`config.mk`:
```
export PLATFORM = sky130hd
export DESIGN_NAME = lsu
export DESIGN_NICKNAME = d
export VERILOG_FILES = /design/src/rtl/lsu_pkg.sv /design/src/rtl/lsu_align.sv /design/src/rtl/lsu.sv
export SDC_FILE = /design/constraint.sdc
export NUM_CORES = 1
export LEC_CHECK = 0
export CORE_MARGIN = 2
export CORE_UTILIZATION = 51
export DETAILED_ROUTE_END_ITERATION = 6
export GPL_TIMING_DRIVEN = 0
export HOLD_SLACK_MARGIN = 0.12
export PLACE_DENSITY_LB_ADDON = 0.1
export SLEW_MARGIN = 20
export SYNTH_ARGS = -nofsm -noshare
export SYNTH_HDL_FRONTEND = slang
export SYNTH_SLANG_ARGS = --single-unit
```
`constraint.sdc`:
```
create_clock -name i_clk -period 6.8 [get_ports i_clk]
set_input_delay 1.36 -clock i_clk [delete_from_list [all_inputs] [get_ports i_clk]]
set_output_delay 1.36 -clock i_clk [all_outputs]
set_load 0.01 [all_outputs]
```
`src/rtl/lsu_pkg.sv`:
```
// Shared constants, state type and request-legality helpers for the load/store unit.
package lsu_pkg;

    localparam logic [2:0] F3_B  = 3'b000;
    localparam logic [2:0] F3_H  = 3'b001;
    localparam logic [2:0] F3_W  = 3'b010;
    localparam logic [2:0] F3_BU = 3'b100;
    localparam logic [2:0] F3_HU = 3'b101;

    typedef enum logic [1:0] {
        IDLE,
        LOAD,
        READ,
        WRITE
    } lsu_state_t;

    // Unsigned variants have no store form.
    function automatic logic f3_illegal(input logic i_we, input logic [2:0] i_f3);
        logic w_bad;
        case (i_f3)
            F3_B, F3_H, F3_W: w_bad = 1'b0;
            F3_BU, F3_HU:     w_bad = i_we;
            default:          w_bad = 1'b1;
        endcase
        return w_bad;
    endfunction

    function automatic logic misaligned(input logic [2:0] i_f3, input logic [1:0] i_lo);
        logic w_bad;
        case (i_f3)
            F3_H, F3_HU: w_bad = i_lo[0];
            F3_W:        w_bad = |i_lo;
            default:     w_bad = 1'b0;
        endcase
        return w_bad;
    endfunction

endpackage

```
`src/rtl/lsu_align.sv`:
```
// Combinational lane logic: sub-word load extract/extend and sub-word store merge.
module lsu_align
    import lsu_pkg::*;
(
    input  logic [1:0]  i_lane,
    input  logic [2:0]  i_funct3,
    input  logic [31:0] i_word,
    input  logic [31:0] i_wdata,
    output logic [31:0] o_load_data,
    output logic [31:0] o_merged
);

    logic [7:0]  w_byte;
    logic [15:0] w_half;
    logic [31:0] w_mask;
    logic [31:0] w_data;

    always_comb begin
        w_byte = 8'(i_word >> {i_lane, 3'b000});
        w_half = 16'(i_word >> {i_lane[1], 4'b0000});

        case (i_funct3)
            F3_B:    o_load_data = {{24{w_byte[7]}}, w_byte};
            F3_BU:   o_load_data = {24'h0, w_byte};
            F3_H:    o_load_data = {{16{w_half[15]}}, w_half};
            F3_HU:   o_load_data = {16'h0, w_half};
            default: o_load_data = i_word;
        endcase
    end

    // Bytes outside the mask keep their current memory contents.
    always_comb begin
        case (i_funct3)
            F3_B: begin
                w_mask = 32'h0000_00FF << {i_lane, 3'b000};
                w_data = {24'h0, i_wdata[7:0]} << {i_lane, 3'b000};
            end
            F3_H: begin
                w_mask = 32'h0000_FFFF << {i_lane[1], 4'b0000};
                w_data = {16'h0, i_wdata[15:0]} << {i_lane[1], 4'b0000};
            end
            default: begin
                w_mask = 32'hFFFF_FFFF;
                w_data = i_wdata;
            end
        endcase
        o_merged = (i_word & ~w_mask) | (w_data & w_mask);
    end

endmodule

```
`src/rtl/lsu.sv`:
```
// Load/store unit: request check, FSM sequencing loads and read-modify-write sub-word stores.
module lsu
    import lsu_pkg::*;
#(
    parameter int unsigned MEM_BYTES = 256
) (
    input  logic        i_clk,
    input  logic        i_rst,
    input  logic        i_req_valid,
    output logic        o_req_ready,
    input  logic        i_req_we,
    input  logic [2:0]  i_req_funct3,
    input  logic [31:0] i_req_addr,
    input  logic [31:0] i_req_wdata,
    output logic        o_resp_valid,
    output logic        o_resp_err,
    output logic [31:0] o_resp_rdata,
    output logic [31:0] o_mem_addr,
    output logic        o_mem_we,
    output logic [31:0] o_mem_wdata,
    input  logic [31:0] i_mem_rdata
);

    lsu_state_t  r_state;
    lsu_state_t  w_state_next;

    logic        r_we;
    logic [2:0]  r_funct3;
    logic [31:0] r_addr;
    logic [31:0] r_wdata;
    logic [31:0] r_merged;
    logic        r_resp_valid;
    logic        r_resp_err;
    logic [31:0] r_resp_rdata;

    logic        w_accept;
    logic        w_req_err;
    logic [31:0] w_load_data;
    logic [31:0] w_merged;

    assign w_accept  = i_req_valid && (r_state == IDLE);
    assign w_req_err = f3_illegal(i_req_we, i_req_funct3)
                    || misaligned(i_req_funct3, i_req_addr[1:0])
                    || (i_req_addr >= MEM_BYTES);

    lsu_align u_align (
        .i_lane      (r_addr[1:0]),
        .i_funct3    (r_funct3),
        .i_word      (i_mem_rdata),
        .i_wdata     (r_wdata),
        .o_load_data (w_load_data),
        .o_merged    (w_merged)
    );

    always_ff @(posedge i_clk or posedge i_rst) begin
        if (i_rst) begin
            r_state <= IDLE;
        end else begin
            r_state <= w_state_next;
        end
    end

    always_comb begin
        w_state_next = r_state;
        case (r_state)
            IDLE: begin
                if (w_accept && !w_req_err) begin
                    if (!i_req_we) begin
                        w_state_next = LOAD;
                    end else if (i_req_funct3 == F3_W) begin
                        w_state_next = WRITE;
                    end else begin
                        w_state_next = READ;
                    end
                end
            end
            LOAD:    w_state_next = IDLE;
            READ:    w_state_next = WRITE;
            WRITE:   w_state_next = IDLE;
            default: w_state_next = IDLE;
        endcase
    end

    // Memory-side outputs depend only on state and latched address, so reset clears them at once.
    always_comb begin
        o_req_ready  = (r_state == IDLE);
        o_mem_we     = (r_state == WRITE);
        o_mem_addr   = {r_addr[31:2], 2'b00};
        o_mem_wdata  = o_mem_we ? r_merged : 32'h0;
        o_resp_valid = r_resp_valid;
        o_resp_err   = r_resp_err;
        o_resp_rdata = r_resp_rdata;
    end

    always_ff @(posedge i_clk or posedge i_rst) begin
        if (i_rst) begin
            r_we         <= 1'b0;
            r_funct3     <= 3'b000;
            r_addr       <= 32'h0;
            r_wdata      <= 32'h0;
            r_merged     <= 32'h0;
            r_resp_valid <= 1'b0;
            r_resp_err   <= 1'b0;
            r_resp_rdata <= 32'h0;
        end else begin
            r_resp_valid <= 1'b0;
            r_resp_err   <= 1'b0;
            r_resp_rdata <= 32'h0;
            case (r_state)
                IDLE: begin
                    if (w_accept) begin
                        r_we     <= i_req_we;
                        r_funct3 <= i_req_funct3;
                        r_addr   <= i_req_addr;
                        r_wdata  <= i_req_wdata;
                        // Full-word stores skip the read, so their data is already final.
                        r_merged <= i_req_wdata;
                        if (w_req_err) begin
                            r_resp_valid <= 1'b1;
                            r_resp_err   <= 1'b1;
                        end
                    end
                end
                LOAD: begin
                    r_resp_valid <= 1'b1;
                    r_resp_rdata <= w_load_data;
                end
                READ: begin
                    r_merged <= w_merged;
                end
                WRITE: begin
                    r_resp_valid <= 1'b1;
                end
                default: begin
                end
            endcase
        end
    end

    // Latched direction is implied by state; kept for debug visibility.
    logic w_unused;
    assign w_unused = r_we;

endmodule

```
==> flow_metrics.env, run 1 <==
export IMPL_avgRoutedWirePerCell_um=20.0
export IMPL_synth_area_sq_um=6590
export IMPL_fp_dieW_um=118
export IMPL_postCtsSetupRepairBufs=0
export IMPL_hold_viol_final=0
export IMPL_criticalPathCategory="flip-flop to primary output"
export IMPL_grt_overflow_total=0
export IMPL_io_pins=203
export IMPL_power_leakage_nw=4.41
export IMPL_postCtsHoldBufs=0
export IMPL_syn_inst=730
export IMPL_synth_edff_count=0
export IMPL_synth_seq_cells=135
export IMPL_seqPwrFrac=0.399
export IMPL_irDropWorstVdd_mv=0.179
export IMPL_nets=1053
export IMPL_met2_usage=0.527
export IMPL_critPathCaptureType="primary output"
export IMPL_clkPwrFrac=0.436
export IMPL_cp_arrival_ns=2.59
export IMPL_final_util=0.750
export IMPL_period_needed_ns=3.95
export IMPL_htree_num_levels=4
export IMPL_port_buffers=199
export IMPL_clockBufferDepth=2
export IMPL_ant_nets=0
export IMPL_area_delta_synth_final_pct=43.7
export IMPL_start_util=0.522
export IMPL_tritoncts_num_buffers=17
export IMPL_grt_pass1_wl_mm=35.7
export IMPL_grt_pass1_vias=6651
export IMPL_drtIter0Drc=794
export IMPL_cts_num_sinks=135
export IMPL_cts_tree="built"
export IMPL_postCtsResizedCells=0
export IMPL_grt_use_met3=0.0833
export IMPL_finalSetupTns_ns=0
export IMPL_synth_main_ff_cell="dfrtp_1"
export IMPL_combPwrFrac=0.165
export IMPL_rsz0062_at_grt="no"
export IMPL_routed_via_density=5.79
export IMPL_fin_crit_sh=0.580
export IMPL_cellPowerDensity_nw_per_um2=238
export IMPL_final_layout_size_suffix_gt1_frac=0.0935
export IMPL_critPathMaxFanout=10
export IMPL_top_usage_layer="met2"
export IMPL_fmax_mhz=253
export IMPL_grt_max_degree=99
export IMPL_final_setup_viol_count=0
export IMPL_drv_slew=0
export IMPL_power_switching_mw=0.590
export IMPL_fp_dieArea_sq_um=13800
export IMPL_outcome="finished, final reports clean"
export IMPL_firstDrtPassIters=7
export IMPL_diodes=0
export IMPL_dieHeight_um=118
export IMPL_yosysSeqAreaShare=0.513
export IMPL_yosysWarnings=0
export IMPL_swShare=0.262
export IMPL_maxCapViolCount=0
export IMPL_drcViolationCount=0
export IMPL_cp_required_ns=5.44
export IMPL_place_gp_congestion=0.915
export IMPL_worst_pin_slew_ns=1.03
export IMPL_skew_ns=0.0160
export IMPL_max_slew_margin_rel=0.305
export IMPL_cp_start_kind="flip-flop"
export IMPL_worstSkewPairLatency_ns=0.43
export IMPL_synthArstFlopShare=1.00
export IMPL_wl_mm=22.7
export IMPL_vias=6577
export IMPL_internal_power_mw=1.67
export IMPL_rows=41
export IMPL_min_path_type="flip-flop to flip-flop"
export IMPL_root_buffer="clkbuf_16"
export IMPL_place_hpwl_mm=16.7
export IMPL_grt_total_usage=0.332
export IMPL_grtUsageMet1=0.435
export IMPL_synth_distinct_cells=40
export IMPL_syn_area_per_cell_sq_um=9.02
export IMPL_clkTransAtPathRegs_ns=0.06
export IMPL_core_sq_um=12600
export IMPL_antenna_found_initial=0
==> routing by layer <==
metal | vias to the layer above | wire length (um) | part of all wire
li1 | 2925 | - | -
met1 | 3167 | 9080 | 0.40
met2 | 406 | 10800 | 0.48
met3 | 79 | 2010 | 0.088
met4 | 0 | 826 | 0.036
met5 | - | 0 | 0
==> logic make-up (layout without fill, tap and decap cells) <==
family / after synthesis / after routing / share of synthesized area
flops: 135 / 135 / 0.513
compound gates: 124 / 124 / 0.140
buf+inv: 92 / 324 / 0.0767
simple gates: 366 / 366 / 0.251
other cells: 1 / 2 / 0.000569
mux: 12 / 12 / 0.0190
==> power groups by stage <==
stage | logic, mW | clock network (mW) | registers (mW)
3_5_place_dp | 0.363 | 0 | 0.912
5_1_grt | 0.402 | 1.03 | 0.905
2_1_floorplan | 0.202 | 0 | 0.895
6_report | 0.372 | 0.983 | 0.901
4_1_cts | 0.367 | 0.982 | 0.899
3_3_place_gp | 0.349 | 0 | 0.910
==> worst max-delay path, stage by stage (launching register included) <==
cell and delay [ns]:
dfrtp_1 0.36, clkbuf_1 0.57, clkbuf_1 0.45, and3_1 0.24, clkdlybuf4s50_1 0.54
==> layout by cell type (no fill, tap or decap), types with 2 or more instances in the layout <==
master           instances
clkinv_2                 5
a21oi_1                 19
buf_2                   13
nand4_1                  2
nand3_1                  2
clkinvlp_4               2
nand2b_1                 6
nor2_1                  11
conb_1                   2
nor3_1                  27
o21ai_1                  2
bufinv_16                4
a222oi_1                16
inv_1                   11
and3_1                  40
buf_6                    3
nand2_1                236
nor3b_1                  2
o21a_1                   3
clkbuf_1                30
clkbuf_8                 2
dfrtp_1                135
o21bai_1                 3
nor3_2                   2
clkinv_4                 2
nor4_1                   6
a221oi_1                16
o211ai_1                32
a2bb2oi_1                8
clkdlybuf4s50_1        199
o22ai_1                  7
o21ai_0                 13
nor2b_1                 29
clkbuf_16               17
buf_4                   32
mux2i_1                 11
==> final cells by class <==
cell class / count / area (sq um)
sequential: 135 / 3380
fill: 937 / 3160
multi-input combinational: 504 / 2710
timing repair buffer: 200 / 2020
buffer: 80 / 460
clock buffer: 19 / 453
tap: 172 / 215
clock inverter: 13 / 178
inverter: 12 / 52.6
==> cells in the mapped netlist (2+ instances only) <==
cell	instances	area, sq um
o21bai_1	3	22.5
nor3_1	27	135
mux2i_1	11	110
nor3_2	2	20.0
nor2_1	11	41.3
clkbuf_1	30	113
inv_1	12	45.0
o21a_1	3	22.5
o211ai_1	32	240
nor2b_1	29	181
o22ai_1	7	43.8
nand2b_1	6	37.5
a21oi_1	19	95.1
nand2_1	236	886
a2bb2oi_1	8	70.1
buf_4	32	240
nor3b_1	2	15.0
nand3_1	2	10.0
o21ai_1	2	10.0
a222oi_1	16	160
a221oi_1	16	140
nor4_1	6	37.5
buf_6	3	33.8
and3_1	40	250
o21ai_0	13	65.1
dfrtp_1	135	3380
buf_2	13	65.1
nand4_1	2	12.5
==> state kept, by name (all words and copies together), names as in the netlist <==
name / count
r_state: 2
o_resp_err: 1
r_wdata: 32
r_funct3: 3
r_addr: 32
o_resp_valid: 1
o_resp_rdata: 32
r_merged: 32
==> metrics by stage <==
stage / power (mW) / setup WS [ns] / hold WS, ns / std cells / instance area (sq um)
5_1_grt: 2.33 / 2.80 / 0.491 / 1135 / 9460
4_1_cts: 2.25 / 2.95 / 0.478 / 1135 / 9460
3_5_place_dp: 1.27 / 3.40 / 0.465 / 1103 / 8830
6_report: 2.26 / 2.85 / 0.479 / 1135 / 9460
3_3_place_gp: 1.26 / 0.173 / 0.457 / 1102 / 8800
2_1_floorplan: 1.10 / 1.83 / 0.445 / 731 / 6590
==> final timing paths <==
check	startpoint	slack (ns)	to	depth (start not counted)
max	r_state[0]$_DFFE_PP0P_	2.85	o_mem_wdata[0]	4
min	r_addr[19]$_DFFE_PP0P_	0.48	r_addr[19]$_DFFE_PP0P_	2
max reg2reg	r_state[1]$_DFFE_PP0P_	4.48	r_merged[12]$_DFFE_PP0P_	5
min reg2reg	r_addr[19]$_DFFE_PP0P_	0.48	r_addr[19]$_DFFE_PP0P_	2
max in group asynchronous	i_rst	4.72	r_merged[19]$_DFFE_PP0P_	3
min in group asynchronous	i_rst	1.32	o_resp_rdata[27]$_DFF_PP0_	2
No activity file was read; power rests on OpenSTA's default activity.
==> run 2: changes to the inputs <==
Settings changed: CORE_UTILIZATION 51 to 43.
Clock period 6.8 ns to 3.43 ns, I/O delays scaled along.
==> run 2 against run 1 <==
Compared with the run above: the flow now finishes with violations (design-rule violations); design area grew 0.85%; clock power grew 100%; core utilization shrank 12 points; sequential power grew 99%; global-route usage shrank 6.4 points; combinational power grew 98%; critical path depth is the same; register-to-register slack lost 3.2 ns; total power grew 100%; largest power group unchanged; highest routed layer unchanged.
==> flow_metrics.env, run 2 (same netlist as run 1, synthesis figures left out) <==
export IMPL_irDropWorstVdd_mv=0.412
export IMPL_antenna_found_initial=0
export IMPL_rows=45
export IMPL_critPathCaptureType="primary output"
export IMPL_final_util=0.633
export IMPL_grt_pass1_vias=5953
export IMPL_final_common_cell="nand2_1"
export IMPL_nets=1056
export IMPL_maxCapViolCount=0
export IMPL_max_stage_delay_ns=0.57
export IMPL_rsz0062_at_grt="no"
export IMPL_cp_required_ns=2.74
export IMPL_root_buffer="clkbuf_16"
export IMPL_grt_overflow_total=0
export IMPL_finish_instance_area_sq_um=9540
export IMPL_grt_max_degree=34
export IMPL_regArea_sq_um=3380
export IMPL_place_gp_congestion=0.931
export IMPL_hold_viol_final=0
export IMPL_postCtsSetupRepairBufs=0
export IMPL_cts_tree="built"
export IMPL_drcViolationCount=16
export IMPL_place_hpwl_mm=16.3
export IMPL_grt_pass1_wl_mm=33.3
export IMPL_cp_arrival_ns=2.54
export IMPL_diodes=0
export IMPL_critPathMaxFanout=10
export IMPL_fp_dieW_um=128
export IMPL_cts_num_sinks=135
export IMPL_avgRoutedWirePerCell_um=18.8
export IMPL_wl_mm=21.7
export IMPL_cp_start_kind="flip-flop"
export IMPL_fp_dieArea_sq_um=16300
export IMPL_period_needed_ns=3.23
export IMPL_cp_slowest_cell="clkdlybuf4s50_1"
export IMPL_violations="design-rule violations"
export IMPL_drv_slew=0
export IMPL_worst_slack_ns=0.201
export IMPL_multi_input_area_sq_um=2710
export IMPL_worstSkewPairLatency_ns=0.42
export IMPL_power_leakage_nw=4.43
export IMPL_core_sq_um=15100
export IMPL_postCtsHoldBufs=0
export IMPL_port_buffers=199
export IMPL_pre_cts_ws_ns=0.746
export IMPL_criticalPathCategory="flip-flop to primary output"
export IMPL_clkTransAtPathRegs_ns=0.06
export IMPL_start_util=0.437
export IMPL_htree_num_levels=4
export IMPL_clockBufferDepth=2
export IMPL_crit_top_cell="clkbuf_1"
export IMPL_finalSetupTns_ns=0
export IMPL_drtIter0Drc=807
export IMPL_outcome="finished with violations"
export IMPL_firstDrtPassIters=7
export IMPL_tritoncts_num_buffers=17
export IMPL_skew_ns=0.00916
export IMPL_fmax_mhz=310
export IMPL_grt_total_usage=0.268
export IMPL_final_cell_mix="nand2_1 (236), clkdlybuf4s50_1 (199), dfrtp_1 (135)"
export IMPL_min_path_type="flip-flop to flip-flop"
export IMPL_crit_chain="clkbuf_1 > clkbuf_1 > and3_1 > clkdlybuf4s50_1"
export IMPL_max_slew_margin_rel=0.379
export IMPL_cellPowerDensity_nw_per_um2=472
export IMPL_worst_pin_slew_ns=0.925
export IMPL_ant_nets=0
export IMPL_routed_via_density=5.46
export IMPL_dieHeight_um=128
export IMPL_vias=6299
export IMPL_placed_cell_area_sq_um=8900
export IMPL_area_delta_synth_final_pct=44.9
export IMPL_power_mw=4.51
export IMPL_io_pins=203
export IMPL_fin_crit_sh=0.941
export IMPL_final_layout_size_suffix_gt1_frac=0.0952
export IMPL_postCtsResizedCells=0
export IMPL_final_setup_viol_count=0
export IMPL_nFillCells=1311
-- run 2: changes by cell type in the layout (fill, tap and decap cells not counted) --
cell | before | now
clkbuf_1 | 30 | 31
clkinv_4 | 2 | 3
clkbuf_8 | 2 | 3
clkinv_2 | 5 | 2
buf_16 | 1 | 0
inv_8 | 1 | 0
clkinvlp_4 | 2 | 3
buf_12 | 0 | 4
-- run 2: cell type report --
class                   instances  area share
clock inverters                11      0.0180
well taps                     188      0.0246
inverters                      12     0.00511
clock buffers                  21      0.0493
flip-flops and latches        135       0.354
repair buffers                203       0.217
plain buffers                  80      0.0482
multi-input cells             504       0.284
-- run 2: power breakdown --
group	switching (mW)	internal, mW	total (mW)
Combinational	0.377	0.360	0.737
Clock	0.708	1.27	1.98
Sequential	0.0875	1.70	1.79
-- run 2: routing by layer --
metal / part of all wire / vias to the layer above / track usage
met4: 0.020 / 0 / 0.0892
met5: 0 / - / 0
met1: 0.43 / 2968 / 0.386
met3: 0.098 / 38 / 0.0676
li1: - / 2933 / -
met2: 0.45 / 360 / 0.398
-- run 2: final timing paths --
kind                                         from                  endpoint  slack (ns)  cells after the start
max                        r_state[1]$_DFFE_PP0P_            o_mem_wdata[1]        0.20                      4
min                        r_addr[23]$_DFFE_PP0P_    r_addr[23]$_DFFE_PP0P_        0.47                      2
max reg2reg                r_state[1]$_DFFE_PP0P_   r_merged[1]$_DFFE_PP0P_        1.25                      5
min reg2reg                r_addr[23]$_DFFE_PP0P_    r_addr[23]$_DFFE_PP0P_        0.47                      2
max in group asynchronous                   i_rst  r_merged[12]$_DFFE_PP0P_        1.81                      5
min in group asynchronous                   i_rst   r_wdata[28]$_DFFE_PP0P_        0.66                      2
-- run 2: critical path, delay by kind of cell (launching register included) --
| family | cells | cell delay [ns] |
|---|---|---|
| simple gates | 1 | 0.24 |
| buf+inv | 3 | 1.51 |
| flops | 1 | 0.38 |
-- run 2: stage by stage --
step / cells / hold slack [ns]
floorplan: 731 / 0.445
global placement: 1118 / 0.458
detailed placement: 1122 / 0.464
CTS: 1154 / 0.479
global route: 1154 / 0.498
finish: 1154 / 0.473
